[config.mk]
export PLATFORM = sky130hd
export DESIGN_NAME = makestuff_chunk_consumer
export DESIGN_NICKNAME = d
export VERILOG_FILES = /design/src/rtl/makestuff_chunk_consumer_pkg.sv /design/src/rtl/makestuff_cksum_accum.sv /design/src/rtl/makestuff_chunk_consumer.sv
export SDC_FILE = /design/constraint.sdc
export NUM_CORES = 1
export LEC_CHECK = 0
export BUFFER_PORTS_ARGS = -buffer_cell sky130_fd_sc_hd__buf_2
export CAP_MARGIN = 20
export CORE_MARGIN = 4
export CORE_UTILIZATION = 58
export CTS_CLUSTER_DIAMETER = 50
export DETAILED_ROUTE_END_ITERATION = 8
export PLACE_DENSITY = 0.82
export SKIP_LAST_GASP = 1
export SYNTH_ARGS = -nofsm -noshare
export SYNTH_HDL_FRONTEND = slang
export SYNTH_HIERARCHICAL = 1
export SYNTH_SLANG_ARGS = --single-unit
[constraint.sdc]
create_clock -name sysClk_in -period 4.8 [get_ports sysClk_in]
set_input_delay 0.48 -clock sysClk_in [delete_from_list [all_inputs] [get_ports sysClk_in]]
set_output_delay 0.48 -clock sysClk_in [all_outputs]
set_load 0.05 [all_outputs]
[src/rtl/makestuff_chunk_consumer_pkg.sv]
// Shared types and sizing helpers for the C2F chunk consumer and its checksum datapath.
package makestuff_chunk_consumer_pkg;

  typedef enum logic [1:0] {
    DISABLED = 2'd0,
    GOBBLE   = 2'd1,
    THROTTLE = 2'd2
  } mode_e;

  typedef enum logic {
    ADD = 1'b0,
    XOR = 1'b1
  } ckop_e;

  typedef enum logic [1:0] {
    S_IDLE = 2'd0,
    S_READ = 2'd1,
    S_LAST = 2'd2,
    S_WAIT = 2'd3
  } state_e;

  function automatic int chunk_words(input int offset_nbits);
    return 32'sd1 << offset_nbits;
  endfunction

  // A one-word chunk still needs a one-bit offset port.
  function automatic int offset_width(input int offset_nbits);
    return (offset_nbits == 32'sd0) ? 32'sd1 : offset_nbits;
  endfunction

endpackage

[src/rtl/makestuff_cksum_accum.sv]
// Running checksum register: folds one word per enabled cycle by add or XOR,
// with a clear that zeroes the prior sum before any fold in the same cycle.
module makestuff_cksum_accum
  import makestuff_chunk_consumer_pkg::*;
#(
  parameter int DATA_WIDTH = 64
) (
  input  logic                  clk_i,
  input  logic                  rst_ni,
  input  logic                  en_i,
  input  logic                  clr_i,
  input  logic                  op_i,
  input  logic [DATA_WIDTH-1:0] word_i,
  output logic [DATA_WIDTH-1:0] sum_o
);

  logic [DATA_WIDTH-1:0] sum_q;
  logic [DATA_WIDTH-1:0] sum_d;
  logic [DATA_WIDTH-1:0] base_s;

  // Next checksum value from clear, enable and the selected operator.
  always_comb begin
    base_s = clr_i ? {DATA_WIDTH{1'b0}} : sum_q;
    sum_d  = base_s;
    if (en_i) begin
      if (op_i == XOR) begin
        sum_d = base_s ^ word_i;
      end else begin
        sum_d = base_s + word_i;
      end
    end else begin
      sum_d = base_s;
    end
  end

  // Checksum register.
  always_ff @(posedge clk_i or negedge rst_ni) begin
    if (!rst_ni) begin
      sum_q <= {DATA_WIDTH{1'b0}};
    end else begin
      sum_q <= sum_d;
    end
  end

  assign sum_o = sum_q;

endmodule

[src/rtl/makestuff_chunk_consumer.sv]
// Drains chunks from the C2F chunk RAM word by word, folds them into a checksum,
// and acknowledges each chunk immediately (GOBBLE) or after a programmable delay (THROTTLE).
module makestuff_chunk_consumer
  import makestuff_chunk_consumer_pkg::*;
#(
  parameter int DATA_WIDTH   = 64,
  parameter int OFFSET_NBITS = 4,
  parameter int PTR_NBITS    = 2,
  parameter int COUNT_NBITS  = 32,
  localparam int OFF_W       = offset_width(OFFSET_NBITS)
) (
  input  logic                   sysClk_in,
  input  logic                   sysRstN_in,
  input  logic [PTR_NBITS-1:0]   wrPtr_in,
  input  logic [PTR_NBITS-1:0]   rdPtr_in,
  output logic                   dtAck_out,
  output logic [OFF_W-1:0]       rdOffset_out,
  input  logic [DATA_WIDTH-1:0]  rdData_in,
  input  logic [1:0]             mode_in,
  input  logic                   ckOp_in,
  input  logic [COUNT_NBITS-1:0] countInit_in,
  input  logic                   csReset_in,
  output logic [DATA_WIDTH-1:0]  csData_out,
  output logic                   csValid_out,
  output logic [COUNT_NBITS-1:0] chunkCount_out
);

  localparam logic [OFF_W-1:0] LAST_OFF = OFF_W'(chunk_words(OFFSET_NBITS) - 32'sd1);

  state_e                 state_q;
  mode_e                  mode_q;
  logic                   ckop_q;
  logic [OFF_W-1:0]       offset_q;
  logic [COUNT_NBITS-1:0] count_q;
  logic [COUNT_NBITS-1:0] chunk_count_q;

  mode_e mode_in_s;
  logic  start_s;
  logic  ack_s;
  logic  acc_en_s;

  assign mode_in_s = mode_e'(mode_in);

  // Chunk start and acknowledge decode; mode 3 is treated like DISABLED.
  always_comb begin
    start_s = 1'b0;
    ack_s   = 1'b0;
    if ((state_q == S_IDLE) && (wrPtr_in != rdPtr_in) &&
        ((mode_in_s == GOBBLE) || (mode_in_s == THROTTLE))) begin
      start_s = 1'b1;
    end else begin
      start_s = 1'b0;
    end
    case (state_q)
      S_LAST:  ack_s = (mode_q == GOBBLE) || (countInit_in == {COUNT_NBITS{1'b0}});
      S_WAIT:  ack_s = (count_q == {COUNT_NBITS{1'b0}});
      default: ack_s = 1'b0;
    endcase
  end

  // Chunk sequencing FSM with latched per-chunk mode and operator.
  always_ff @(posedge sysClk_in or negedge sysRstN_in) begin
    if (!sysRstN_in) begin
      state_q       <= S_IDLE;
      mode_q        <= DISABLED;
      ckop_q        <= 1'b0;
      offset_q      <= {OFF_W{1'b0}};
      count_q       <= {COUNT_NBITS{1'b0}};
      chunk_count_q <= {COUNT_NBITS{1'b0}};
    end else begin
      case (state_q)
        S_IDLE: begin
          if (start_s) begin
            mode_q <= mode_in_s;
            ckop_q <= ckOp_in;
            if (LAST_OFF == {OFF_W{1'b0}}) begin
              state_q <= S_LAST;
            end else begin
              state_q  <= S_READ;
              offset_q <= OFF_W'(1);
            end
          end
        end
        S_READ: begin
          if (offset_q == LAST_OFF) begin
            state_q <= S_LAST;
          end else begin
            offset_q <= offset_q + OFF_W'(1);
          end
        end
        S_LAST: begin
          if (ack_s) begin
            state_q       <= S_IDLE;
            chunk_count_q <= chunk_count_q + COUNT_NBITS'(1);
          end else begin
            count_q <= countInit_in - COUNT_NBITS'(1);
            state_q <= S_WAIT;
          end
        end
        S_WAIT: begin
          if (ack_s) begin
            state_q       <= S_IDLE;
            chunk_count_q <= chunk_count_q + COUNT_NBITS'(1);
          end else begin
            count_q <= count_q - COUNT_NBITS'(1);
          end
        end
        default: state_q <= S_IDLE;
      endcase
    end
  end

  // Read data lags the offset by one cycle, so READ and LAST each fold the previous word.
  assign acc_en_s = (state_q == S_READ) || (state_q == S_LAST);

  makestuff_cksum_accum #(
    .DATA_WIDTH(DATA_WIDTH)
  ) u_accum (
    .clk_i (sysClk_in),
    .rst_ni(sysRstN_in),
    .en_i  (acc_en_s),
    .clr_i (csReset_in),
    .op_i  (ckop_q),
    .word_i(rdData_in),
    .sum_o (csData_out)
  );

  assign dtAck_out      = ack_s;
  assign rdOffset_out   = (state_q == S_IDLE) ? {OFF_W{1'b0}} : offset_q;
  assign csValid_out    = (wrPtr_in == rdPtr_in) && (state_q == S_IDLE);
  assign chunkCount_out = chunk_count_q;

endmodule

==> reports/metrics.cfg <==
[synthesis]
async_reset_ff_frac=1.00
synthesis.instances=1498
synth_edf_count=0
syn-cell-area_sq_um=12200
synth.distinct_cells=86
syn_avg_cell_area_sq_um=8.16
synth_flop_cell=dfrtp_1
synth-seq-cells=137
yosysWarnings=6
yosysSeqAreaShare=0.280
syn_nets=1675

[power]
p_sw_mw=4.64
p_int_mw=4.36
p_per_area_nw_per_um2=643
power_mw=9.01
p_leak_nw=6.14
combPwrFrac=0.614
clock_power_share=0.158
swShare=0.515
irDropWorstVdd_mv=0.570
p_seq_frac=0.229

[clock_network]
postCtsHoldBufs=0
cts_buffer_depth=2
cts_tree=built
cts_setup_buffers=0
clockRootBuffer=clkbuf_16
cts_buffers=17
clock_sinks=137
clock_latency_ns=0.44
postCtsResizedCells=0
ctsHtreeMaxLevel=4
path_clk_slew_ns=0.07

[floorplanning]
die_h_um=153
die_width_um=153
dieArea_sq_um=23500
core-area_sq_um=20500
rows=52
start_util=0.596
io-pin-count=208

[global_routing]
antenna_found_initial=1
grt_max_degree=100
grt_pass1_vias=12000
grt_pass1_wl_mm=60.7
grt_overflow=0
grt_usage=0.309

[run_status]
outcome=completed

[worst_setup_path]
critPathArrivalTime_ns=3.37
critical_path.slowest_cell=or4_1
path_cells=ha_2 > or4b_4 > or4b_1 > or4_1 > and3_4 > inv_1 > buf_2
cp-end-kind=output pin
cp_max_fo=7
max_stage_delay_ns=0.68
crit_type=reg -> out
worst-endpoint-required_ns=4.32
critPathLaunchType=flop

[detailed_routing]
wl_per_cell_um=19.4
firstDrtPassIters=7
wl_mm=37.7
route.detailed.drc=0
drt_iter0_drc=1439
ant_nets=0
num_vias=12600
vias_per_cell=6.50

[cells_and_area]
final_layout_size_suffix_gt1_frac=0.207
diodes=0
syn_to_final_growth_pct=14.7
mostFrequentLayoutCells=buf_2 (206), a21oi_1 (141), dfrtp_1 (137), nor2_1 (130), nand2_1 (114)
layout_commonest_cell=buf_2
nNetsFinal=1831

[worst_hold_path]
hold_class=in -> async

[sta]
finalCritPeriodShare=0.802
final_hold_viol_count=0
fmax_ghz=0.260
fin_worst_skew_ns=0.00990
setup_viol=0
rsz0062_at_grt=no
setup_tns_ns=0
drv_slew=0
max-slew-margin-rel=0.351
worstMarginPinSlew_ns=0.974
min_period_ns=3.85

[run]
drv_cap=0

[place]
routabilityCongestion=1.02
post-dp-hpwl_mm=27.9
port-buffer-count=207

-- critical path: cells and delay by family, from the launching register on --
| family | cells | cell delay [ns] |
|---|---|---|
| buf+inv | 2 | 0.30 |
| simple gates | 4 | 1.97 |
| fa+ha+maj | 1 | 0.24 |
| flops | 1 | 0.41 |
-- sequential cells by signal, indices dropped and copies added, names as in the netlist --
register and cells:
u_accum/sum_o 64, state_q 2, ckop_q 1, offset_q 4, chunkCount_out 32, count_q 32
mode_q 2
-- synth_stat cells, drive strengths merged, types with 4 or more instances --
cell type / number / area [sq um]
nor3: 50 / 250
nand2: 114 / 428
a31o: 5 / 43.8
o21ai: 78 / 394
o22ai: 22 / 144
o31ai: 6 / 50.1
o221a: 4 / 45.0
nand2b: 11 / 68.8
a21boi: 6 / 45.0
nor2: 130 / 488
mux2i: 14 / 140
or4: 8 / 63.8
o41ai: 4 / 35.0
buf: 16 / 82.6
nand3: 37 / 190
mux2: 46 / 518
a21o: 35 / 263
a22oi: 10 / 85.1
a221o: 4 / 40.0
or2: 8 / 50.1
a21oi: 148 / 767
clkbuf: 68 / 255
nand4: 51 / 319
inv: 31 / 116
ha: 70 / 876
a211oi: 10 / 90.1
and2: 8 / 50.1
nor2b: 72 / 450
nor4: 20 / 125
or3: 14 / 87.6
nor3b: 11 / 82.6
nor4b: 5 / 58.8
and3: 20 / 130
o21a: 11 / 82.6
o32ai: 8 / 70.1
dfrtp: 137 / 3430
o211ai: 14 / 110
nand3b: 5 / 37.5
o21bai: 30 / 225
xor2: 45 / 394
a31oi: 12 / 90.1
xnor2: 59 / 524
-- per-layer routing --
layer,GRT usage,share of wire,vias to the layer above
li1,-,-,5836
met3,0.0554,0.096,118
met2,0.486,0.44,733
met5,0,0.00045,-
met4,0.105,0.031,2
met1,0.432,0.43,5893
-- area by class of cell --
type                            count  area, sq um
Multi-Input combinational cell   1246         8350
Sequential cell                   137         3430
Inverter                           31          116
Fill cell                        1703         6480
Timing Repair Buffer              221         1160
Clock inverter                     15          196
Clock buffer                       17          425
Tap cell                          270          338
-- worst paths after layout --
| path | from | to | slack [ns] | cells past startpoint |
|---|---|---|---|---|
| min | sysRstN_in | u_accum/sum_o[11] | 0.13 | 1 |
| max | state_q[1] | dtAck_out | 0.95 | 7 |
| max reg2reg | state_q[1] | count_q[26] | 1.00 | 9 |
| min reg2reg | chunkCount_out[31] | chunkCount_out[31] | 0.48 | 1 |
| max in group asynchronous | sysRstN_in | u_accum/sum_o[41] | 3.61 | 2 |
| min in group sysClk_in | ckOp_in | ckop_q | 0.27 | 2 |
-- through the flow --
stage	area (sq um)	setup slack (ns)	hold slack (ns)	utilization	std cells
CTS	14000	0.967	0.196	0.684	1937
finish	14000	0.950	0.135	0.684	1937
floorplan	12200	0.513	0.184	-	1498
detailed placement	13400	0.940	0.471	0.654	1905
global placement	13400	0.961	0.456	0.654	1905
global route	14000	0.853	0.232	0.684	1937
-- power by group through the flow --
stage                     combinational (mW)  sequential, mW  clock (mW)
after detailed placement                5.41            2.06           0
after floorplan                         3.28            2.92           0
after global routing                    5.94            2.12        1.49
final                                   5.53            2.06        1.42
after CTS                               5.44            2.05        1.43
after global placement                  5.31            2.05           0
-- logic make-up after synthesis --
family	share of synthesized area
AO/OA/AOI/OAI	0.238
XOR/XNOR	0.0751
adder cells (fa/ha/maj)	0.0733
buffers and inverters	0.0372
flip-flops	0.280
multiplexers	0.0538
AND/OR/NAND/NOR	0.243
Note: power is estimated with default switching activity, not from simulation.
